--- config.mk ---
export PLATFORM = sky130hd
export DESIGN_NAME = scoreboard_regfile_flat
export DESIGN_NICKNAME = d
export VERILOG_FILES = /design/src/rtl/scoreboard_regfile_pkg.sv /design/src/rtl/scoreboard_regfile_if.sv /design/src/rtl/scoreboard_regfile_mux.sv /design/src/rtl/scoreboard_regfile.sv /design/src/flat_wrapper.sv
export SDC_FILE = /design/constraint.sdc
export NUM_CORES = 1
export LEC_CHECK = 0
export CAP_MARGIN = 20
export CELL_PAD_IN_SITES_DETAIL_PLACEMENT = 1
export CELL_PAD_IN_SITES_GLOBAL_PLACEMENT = 2
export CORE_MARGIN = 2
export CORE_UTILIZATION = 37
export CTS_CLUSTER_SIZE = 10
export DETAILED_ROUTE_END_ITERATION = 10
export GPL_TIMING_DRIVEN = 0
export PLACE_DENSITY = 0.74
export SETUP_SLACK_MARGIN = 0.02
export SLEW_MARGIN = 20
export SYNTH_ARGS = -nofsm -noshare
export SYNTH_HDL_FRONTEND = slang
export SYNTH_SLANG_ARGS = --single-unit
--- constraint.sdc ---
create_clock -name clock -period 4.55 [get_ports clock]
set_input_delay 0.91 -clock clock [delete_from_list [all_inputs] [get_ports clock]]
set_output_delay 0.91 -clock clock [all_outputs]
set_load 0.01 [all_outputs]
--- src/rtl/scoreboard_regfile_pkg.sv ---
// Shared defaults and sizing helpers for the scoreboarded register file.
// Exports: WIDTH_DEF, DEPTH_DEF, aw_of(), cw_of().
package register_file_pkg;

    localparam int WIDTH_DEF = 16;
    localparam int DEPTH_DEF = 8;

    // Register address width; at least one bit.
    function automatic int aw_of(input int depth);
        return (depth <= 2) ? 1 : $clog2(depth);
    endfunction

    // Busy counter width: must hold the value DEPTH itself.
    function automatic int cw_of(input int depth);
        return aw_of(depth) + 1;
    endfunction

endpackage

--- src/rtl/scoreboard_regfile_if.sv ---
// Port bundle for the scoreboarded register file.
// master: write/issue/read requests; slave: read data, busy flags, pending.
interface scoreboard_regfile_if
    import register_file_pkg::*;
#(
    parameter int WIDTH = WIDTH_DEF,
    parameter int DEPTH = DEPTH_DEF
);
    localparam int AW = aw_of(DEPTH);
    localparam int CW = cw_of(DEPTH);

    logic             write;
    logic [AW-1:0]    wreg;
    logic [WIDTH-1:0] wd;
    logic [AW-1:0]    rreg1;
    logic [AW-1:0]    rreg2;
    logic [WIDTH-1:0] rd1;
    logic [WIDTH-1:0] rd2;
    logic             issue;
    logic [AW-1:0]    ireg;
    logic             busy1;
    logic             busy2;
    logic             hazard;
    logic [CW-1:0]    pending;

    modport master (
        output write, wreg, wd, rreg1, rreg2, issue, ireg,
        input  rd1, rd2, busy1, busy2, hazard, pending
    );

    modport slave (
        input  write, wreg, wd, rreg1, rreg2, issue, ireg,
        output rd1, rd2, busy1, busy2, hazard, pending
    );

endinterface

--- src/rtl/scoreboard_regfile_mux.sv ---
// One read port: storage select, write-through bypass, zero-register mask
// and busy qualification. Ports: regs/busy state in, rreg in, rd/rbusy out.
module regfile_bypass_mux #(
    parameter int WIDTH    = 16,
    parameter int DEPTH    = 8,
    parameter int ZERO_REG = 1,
    parameter int AW       = 3
) (
    input  logic [DEPTH-1:0][WIDTH-1:0] regs,
    input  logic [DEPTH-1:0]            busy,
    input  logic                        wr_en,
    input  logic                        write,
    input  logic [AW-1:0]               wreg,
    input  logic [WIDTH-1:0]            wd,
    input  logic [AW-1:0]               rreg,
    output logic [WIDTH-1:0]            rd,
    output logic                        rbusy
);

    logic addr_hit;
    logic zero_rd;

    assign addr_hit = (wreg == rreg);
    assign zero_rd  = (ZERO_REG != 0) && (rreg == '0);

    always_comb begin
        rd = regs[rreg];
        // wr_en is already masked for register 0, so no bypass there
        if (wr_en && addr_hit)
            rd = wd;
        if (zero_rd)
            rd = '0;
    end

    // A write landing this cycle retires the producer early.
    assign rbusy = busy[rreg] && !(write && addr_hit);

endmodule

--- src/rtl/scoreboard_regfile.sv ---
// Register file with per-register busy scoreboard and pending counter.
// Ports: clock, reset (async active-low), bus (scoreboard_regfile_if.slave).
module scoreboard_regfile
    import register_file_pkg::*;
#(
    parameter int WIDTH    = WIDTH_DEF,
    parameter int DEPTH    = DEPTH_DEF,
    parameter int ZERO_REG = 1
) (
    input  logic                  clock,
    input  logic                  reset,
    scoreboard_regfile_if.slave   bus
);

    localparam int AW = aw_of(DEPTH);
    localparam int CW = cw_of(DEPTH);

    logic [DEPTH-1:0][WIDTH-1:0] regs;
    logic [DEPTH-1:0]            busy;
    logic [DEPTH-1:0]            busy_nx;
    logic [CW-1:0]               pend;
    logic [CW-1:0]               pend_nx;

    logic wr_en;
    logic is_en;
    logic set_new;
    logic clr_new;
    logic rb1;
    logic rb2;

    // Register 0 swallows writes and issues when hardwired to zero.
    assign wr_en = bus.write &&
                   !((ZERO_REG != 0) && (bus.wreg == '0));
    assign is_en = bus.issue &&
                   !((ZERO_REG != 0) && (bus.ireg == '0));

    // Only real bit transitions move the counter; issue beats write.
    assign set_new = is_en && !busy[bus.ireg];
    assign clr_new = wr_en && busy[bus.wreg] &&
                     !(is_en && (bus.ireg == bus.wreg));

    always_comb begin
        busy_nx = busy;
        if (wr_en)
            busy_nx[bus.wreg] = 1'b0;
        if (is_en)
            busy_nx[bus.ireg] = 1'b1;
    end

    always_comb begin
        pend_nx = pend;
        unique case ({set_new, clr_new})
            2'b10:   pend_nx = pend + 1'b1;
            2'b01:   pend_nx = pend - 1'b1;
            default: pend_nx = pend;
        endcase
    end

    always_ff @(posedge clock or negedge reset) begin
        if (!reset) begin
            regs <= '0;
            busy <= '0;
            pend <= '0;
        end else begin
            if (wr_en)
                regs[bus.wreg] <= bus.wd;
            busy <= busy_nx;
            pend <= pend_nx;
        end
    end

    regfile_bypass_mux #(
        .WIDTH    (WIDTH),
        .DEPTH    (DEPTH),
        .ZERO_REG (ZERO_REG),
        .AW       (AW)
    ) u_port1 (
        .regs  (regs),
        .busy  (busy),
        .wr_en (wr_en),
        .write (bus.write),
        .wreg  (bus.wreg),
        .wd    (bus.wd),
        .rreg  (bus.rreg1),
        .rd    (bus.rd1),
        .rbusy (rb1)
    );

    regfile_bypass_mux #(
        .WIDTH    (WIDTH),
        .DEPTH    (DEPTH),
        .ZERO_REG (ZERO_REG),
        .AW       (AW)
    ) u_port2 (
        .regs  (regs),
        .busy  (busy),
        .wr_en (wr_en),
        .write (bus.write),
        .wreg  (bus.wreg),
        .wd    (bus.wd),
        .rreg  (bus.rreg2),
        .rd    (bus.rd2),
        .rbusy (rb2)
    );

    assign bus.busy1   = rb1;
    assign bus.busy2   = rb2;
    assign bus.hazard  = rb1 | rb2;
    assign bus.pending = pend;

endmodule

--- src/flat_wrapper.sv ---
// flat-port wrapper written by rule: the top's interface ports become plain ports
module scoreboard_regfile_flat import register_file_pkg::*;
#(
    parameter int WIDTH    = WIDTH_DEF,
    parameter int DEPTH    = DEPTH_DEF,
    parameter int ZERO_REG = 1
)
  (clock, reset, bus_write, bus_wreg, bus_wd, bus_rreg1, bus_rreg2, bus_issue, bus_ireg, bus_rd1, bus_rd2, bus_busy1, bus_busy2, bus_hazard, bus_pending);
  scoreboard_regfile_if #(.WIDTH(WIDTH), .DEPTH(DEPTH)) bus_i ();
  input  logic clock;
  input  logic reset;
  input wire logic [$bits(bus_i.write)-1:0] bus_write;
  input wire logic [$bits(bus_i.wreg)-1:0] bus_wreg;
  input wire logic [$bits(bus_i.wd)-1:0] bus_wd;
  input wire logic [$bits(bus_i.rreg1)-1:0] bus_rreg1;
  input wire logic [$bits(bus_i.rreg2)-1:0] bus_rreg2;
  input wire logic [$bits(bus_i.issue)-1:0] bus_issue;
  input wire logic [$bits(bus_i.ireg)-1:0] bus_ireg;
  output wire logic [$bits(bus_i.rd1)-1:0] bus_rd1;
  output wire logic [$bits(bus_i.rd2)-1:0] bus_rd2;
  output wire logic [$bits(bus_i.busy1)-1:0] bus_busy1;
  output wire logic [$bits(bus_i.busy2)-1:0] bus_busy2;
  output wire logic [$bits(bus_i.hazard)-1:0] bus_hazard;
  output wire logic [$bits(bus_i.pending)-1:0] bus_pending;
  assign bus_i.write = bus_write;
  assign bus_i.wreg = bus_wreg;
  assign bus_i.wd = bus_wd;
  assign bus_i.rreg1 = bus_rreg1;
  assign bus_i.rreg2 = bus_rreg2;
  assign bus_i.issue = bus_issue;
  assign bus_i.ireg = bus_ireg;
  assign bus_rd1 = bus_i.rd1;
  assign bus_rd2 = bus_i.rd2;
  assign bus_busy1 = bus_i.busy1;
  assign bus_busy2 = bus_i.busy2;
  assign bus_hazard = bus_i.hazard;
  assign bus_pending = bus_i.pending;
  scoreboard_regfile #(.WIDTH(WIDTH), .DEPTH(DEPTH), .ZERO_REG(ZERO_REG)) u_core (.clock(clock), .reset(reset), .bus(bus_i));
endmodule
# Yosys cells after proc, flatten, opt, wreduce, memory -nomap -nowiden
# Cells that the tools add are included.
# word_totals
register_bits	140
latchBits	0
ramBits	0
rom_bits	0
out_inout_bits	39
memories	0
# op_classes
n_eq_ne	5
n_reduce_logical	25
muxes	26
n_shift	0
addsub	2
bitwise	4
n_div	0
n_mul	0
n_lt_le_gt_ge	6
# op_table
op	count
$bwmux W128	1
$mux W16	7
$bmux W16 S3	2
$demux W16 S3	1
$lt A3 B4 Y1 const B	4
$mux W8	2
$logic_and A1 B1 Y1	14
$bmux W1 S3	4
$logic_not A3 Y1	4
$eq A3 B3 Y1	3
$and A8 B8 Y8	1
$not A8 Y8	1
$or A8 B8 Y8	1
$pmux W4 S2	1
$demux W1 S3	2
$ge A3 B1 Y1 const B	2
$logic_not A1 Y1	6
$mux W1	6
$add A4 B1 Y4 const B	1
$sub A4 B1 Y4 const B	1
$eq A2 B1 Y1 const B	1
$eq A2 B2 Y1 const B	1
$reduce_bool A2 Y1	1
$or A1 B1 Y1	1

# Longest topological paths before layout
# logic_depth
word_depth	9
depth_mapped	12
mapped_depth_nobuf	10

# Cells and area by module
# Synthesis repeated with hierarchy kept, for this count alone.
# unflattened
hier_cells	636
area_unflattened_um2	8172.8
# by_module_without_submodules
mod	n_inst	seq_area_each_um2	area_each_um2	cells_per_inst
scoreboard_regfile	1	3503.4	5500.3	356
regfile_bypass_mux	2	0.0	1336.3	140

# Worst setup path before layout
# No wires, ideal clock.
# synth_timing
path_kind	input port to output port
startpoint	in bus_rreg1[2]
endpoint	out bus_hazard
arrival_time_ns	2.216
n_path_buf	1
required_time_ns	3.640
slack_ns	1.424
path_stages	5
path_cell_list	buf_2 -> mux4_2 -> mux2_2 -> and2_1 -> o21bai_1
# synth_via
elab_chain_len	5
elab_cells_between_ends	7
classes_between	1 x eq/ne; 2 x mux; 1 x bitwise; 3 x reduce/logical
# synth_rtl
item	line_no	text
start, declared	flat_wrapper.sv:15	input wire logic [$bits(bus_i.rreg1)-1:0] bus_rreg1;
parallel branches: the longest is 3 deep, another holds $bmux W1 S3	-	
$logic_and A1 B1 Y1 (*)	scoreboard_regfile_mux.sv:36	assign rbusy = busy[rreg] && !(write && addr_hit);
net bus_busy1	flat_wrapper.sv:21	output wire logic [$bits(bus_i.busy1)-1:0] bus_busy1;
$or A1 B1 Y1 (*)	scoreboard_regfile.sv:108	assign bus.hazard = rb1 | rb2;
end, declared	flat_wrapper.sv:23	output wire logic [$bits(bus_i.hazard)-1:0] bus_hazard;
# Mark *: on every way through the listed nets, which the timed path passes. The select of a mux whose other input is x is not followed.

# Worst setup path after layout
# layout_timing
startpoint	in bus_rreg2[0]
endpoint	out bus_rd2[14]
# layout_via
elab_chain_len	4
elab_cells_between_ends	7
classes_between	1 x eq/ne; 4 x mux; 2 x reduce/logical
# layout_rtl
item	line_no	text
start, declared	flat_wrapper.sv:16	input wire logic [$bits(bus_i.rreg2)-1:0] bus_rreg2;
$bmux W16 S3 or $eq A3 B3 Y1 (tied branches)	scoreboard_regfile_mux.sv:27, scoreboard_regfile_mux.sv:23	
$mux W16 (implied by the code) or $logic_and A1 B1 Y1 (tied branches)	scoreboard_regfile_mux.sv:27, scoreboard_regfile_mux.sv:29	
$mux W16	scoreboard_regfile_mux.sv:29	if (wr_en && addr_hit)
$mux W16 (*)	scoreboard_regfile_mux.sv:31	if (zero_rd)
end, declared	flat_wrapper.sv:20	output wire logic [$bits(bus_i.rd2)-1:0] bus_rd2;
# Every way passes the cells marked *; elsewhere a longest branch is shown, timed or not. The select of a mux whose other input is x is not followed.

==> metrics.sh <==
CPPEAKSTAGEDELAY_PS=570
WORST_PATH_MAX_DELAY_CELL='clkdlybuf4s50_1'
SYN2LAYOUT_AREA_GROWTH_PCT=19.8
RSZ_0062_RAISED_AFTER_GLOBAL_ROUTING='no'
TOTAL_LEAKAGE_POWER_nW=4.00
FINCLKSKEW_PS=4.25
IOPINCOUNT=71
YOSYS_WARNINGS=0
CRIT_FAMILY='buffers and inverters'
CLOCK-SINKS=140
DRTPASS1ITERATIONS=5
CRIT-REG2REG-LAUNCH='u_core.busy[7]'
POWER_PER_CELL_AREA_mW_PER_MM2=452
DIE_HEIGHT_MICRONS=152
HOLD_PATH.CLASS='in2async'
CP.BUFFERS_INVERTERS=4
WORST_SKEW_PAIR.LATE_LATENCY_PS=420
POSTSYNTH.ASYNCRESETSHARE=1.00
DIE_OUTLINE_AREA_SQ_MM=0.0231
SYNTH-EDFF-COUNT=0
TIMING.HOLD.WS_PS=416
CRIT_TOP_CELL='clkdlybuf4s50_1'
ANTENNA_FOUND_INITIAL=0
MAX-CAP-VIOLATIONS=0
FINALWEIGHTEDCONGESTION=0.742
ACHIEVABLE-FREQUENCY_GHz=0.227
FINAL_CORE_UTIL=0.448
ROW_COUNT=54
GRT_START_MAX_NET_PINS=81
DESIGN_POWER_TOTAL_mW=4.39
TIMING.FINAL.SETUP_VIOLATIONS=0
SYN-MEAN-INSTANCE-AREA_SQ_UM=14.0
ANT_NETS=0
CRIT_ARRIVAL_PS=3500
DIODE_INSERTION_COUNT_FOR_ANTENNA_REPAIR=0
PLACE.PORT_BUFFERS=59
SLEW_HEADROOM=0.347
HTREE_LEVELS=4
NETS=695
CTS.PATH.MAX_BUFFERS=2
CRIT_REQUIRED_PS=3640
FINALMAXSLEWVIOLATIONS=0
GLOBALROUTE.TOTALOVERFLOW=0
IRDROPWORSTVDD_mV=0.263
CTS_MADE_BUFFERS=17
CORE-AREA_SQ_MM=0.0217
FLOORPLAN.INITIALDENSITY=0.374
WORSTSETUPSTARTPOINT='bus_rreg2[0]'
NETLIST-CELL-TYPE-COUNT=48
DESIGN_AREA_SQ_MM=0.00972
POST_ROUTE_CELLS_DRIVE_ABOVE_1_SHARE=0.384
ROUTE.DETAILED.DRC=0
DETAILROUTE.VIA_COUNT=5646
POST-DP-HPWL_MICRONS=16500
SYNTH.NET_COUNT=617
DRT-WIRELENGTH-PER-CELL_MICRONS=26.0
LAYOUT.FILLER_CELLS=2178
POSTCTSSETUPREPAIRBUFS=0
CRIT_FANOUT=10
CTS.REPORTEDPATHS.CLKPINSLEW_PS=70
POST_CTS_RESIZED=3
TIMING_WORST_SETUP_PATH_TYPE='in2out'
FINAL_MIN_PERIOD_OVER_CLOCK_PERIOD=0.969
POSTSYNTHCELLCOUNT=581
DRT_WL_TOTAL_MICRONS=24700
STATUS='complete, no violations'
WORSTMARGINPINSLEW_PS=980
YOSYSSEQAREASHARE=0.432
SYNTH_TOP_FLOP_CELL='dfrtp_1'
FIRST_ITER_VIOLATIONS=409
CLOCK_TREE_FROM_TRITONCTS='built'
SHORTEST_CLOCK_PERIOD_THE_WORST_PATH_ALLOWS_AFTER_LAYOUT_PS=4410
FIRST_PASS_GRT_WIRE_LENGTH_MICRONS=38300
POSTCTSHOLDBUFS=0
WORST_SETUP_PATH_END_KIND='primary output'
GROUTE.USAGE.OVERALL=0.218
CRIT_CHAIN='clkdlybuf4s50_1, buf_2, or3_1, clkbuf_2, o31ai_1, a21oi_1, clkdlybuf4s50_1'
NUMBER_OF_GLOBAL_ROUTE_VIAS_BEFORE_REPAIR=6386
DIE_WIDTH_MICRONS=152
SYN_AREA_SQ_MM=0.00811
STARTPOINT_KIND_OF_THE_WORST_SETUP_TIMING_PATH='primary input'
PLACEDINSTANCEAREA_SQ_MM=0.00909
HOLD_VIOL_FINAL=0
CTS-ROOT-BUF='clkbuf_16'
DRT-VIAS-PER-INSTANCE=5.93
SYNTH-SEQ-CELLS=140
-- worst register-to-register path: stages, from the launching register on --
cell	delay (ps)
dfrtp_1	440
mux4_2	510
nand3_1	90
a22oi_1	100
ha_1	290
ha_1	290
a21o_1	170
a21oi_1	180
mux2i_1	250
xnor2_1	150
-- stage by stage --
step | setup TNS (ps) | cells | worst slack (ps)
final | 0 | 952 | 139
after global routing | 0 | 952 | 58.5
after CTS | 0 | 952 | 146
after detailed placement | -1360 | 921 | -214
after global placement | -410880 | 920 | -2940
after floorplan | 0 | 581 | 1420
-- metal layers --
layer,up-vias,wire length (microns),track usage
met2,180,12500,0.370
met4,0,473,0.0672
met5,-,0,0
met1,3051,10600,0.285
li1,2374,-,-
met3,41,1130,0.0411
-- flip-flops by register name, indices dropped and copies added (netlist names) --
| name | cells |
|---|---|
| u_core.regs | 128 |
| u_core.busy | 8 |
| u_core.bus.pending | 4 |
-- path summary, 6_finish.rpt --
check | end | slack [ps] | cells after the start
setup / recovery | bus_rd2[14] | 140 | 7
hold / removal | u_core.regs[98] | 420 | 1
setup reg to reg | u_core.bus.pending[3] | 2010 | 9
hold reg to reg | u_core.bus.pending[3] | 480 | 1
max in group asynchronous | u_core.bus.pending[3] | 3330 | 2
min in group clock | u_core.bus.pending[3] | 480 | 1
-- report_power, final --
part	total, mW	internal [mW]	switching (mW)
Clock	1.49	0.890	0.598
Sequential	1.70	1.50	0.200
Combinational	1.20	0.706	0.497
-- placed cells by master, fill, tap and decap left out, drive strengths merged, types with 4 or more instances in the layout --
cell / instances
o21ai: 6
clkbuf: 51
mux4: 69
o31ai: 32
xnor2: 8
nand4: 4
dfrtp: 140
nand3: 4
clkinv: 5
clkdlybuf4s50: 58
nor2: 7
inv: 13
buf: 35
nand2: 14
mux2i: 38
a21oi: 35
mux2: 113
-- layout make-up --
type / count / area, sq um / share of cell area
Inverter: 9 / 33.8 / 0.00348
Buffer: 67 / 365 / 0.0376
Clock buffer: 18 / 439 / 0.0452
Multi-Input combinational cell: 364 / 4220 / 0.434
Tap cell: 280 / 350 / 0.0360
Clock inverter: 14 / 186 / 0.0192
Sequential cell: 140 / 3500 / 0.360
Timing Repair Buffer: 60 / 623 / 0.0641
-- synth_stat cells (3+ instances only) --
| cell type | number | area [sq um] |
|---|---|---|
| a21oi_1 | 34 | 170 |
| buf_6 | 8 | 90.1 |
| nand2_1 | 14 | 52.6 |
| mux2_2 | 102 | 1150 |
| buf_1 | 3 | 11.3 |
| o31ai_1 | 32 | 240 |
| nor2_1 | 7 | 26.3 |
| inv_1 | 8 | 30.0 |
| ha_1 | 3 | 37.5 |
| o21ai_0 | 6 | 30.0 |
| nand3_1 | 3 | 15.0 |
| clkbuf_1 | 33 | 124 |
| or3_1 | 3 | 18.8 |
| o22ai_1 | 3 | 18.8 |
| dfrtp_1 | 140 | 3500 |
| nand2b_1 | 3 | 18.8 |
| mux2_4 | 9 | 135 |
| xnor2_1 | 8 | 70.1 |
| nand4_2 | 3 | 37.5 |
| buf_4 | 6 | 45.0 |
| buf_2 | 17 | 85.1 |
| mux4_2 | 69 | 1550 |
| mux2i_1 | 38 | 380 |
-- logic make-up after synthesis --
group	synth area share
compound gates	0.0655
xor+xnor	0.0108
fa+ha+maj	0.00709
buf+inv	0.0486
flops	0.432
mux	0.399
simple gates	0.0369
Power figures use the tool's default switching activity.
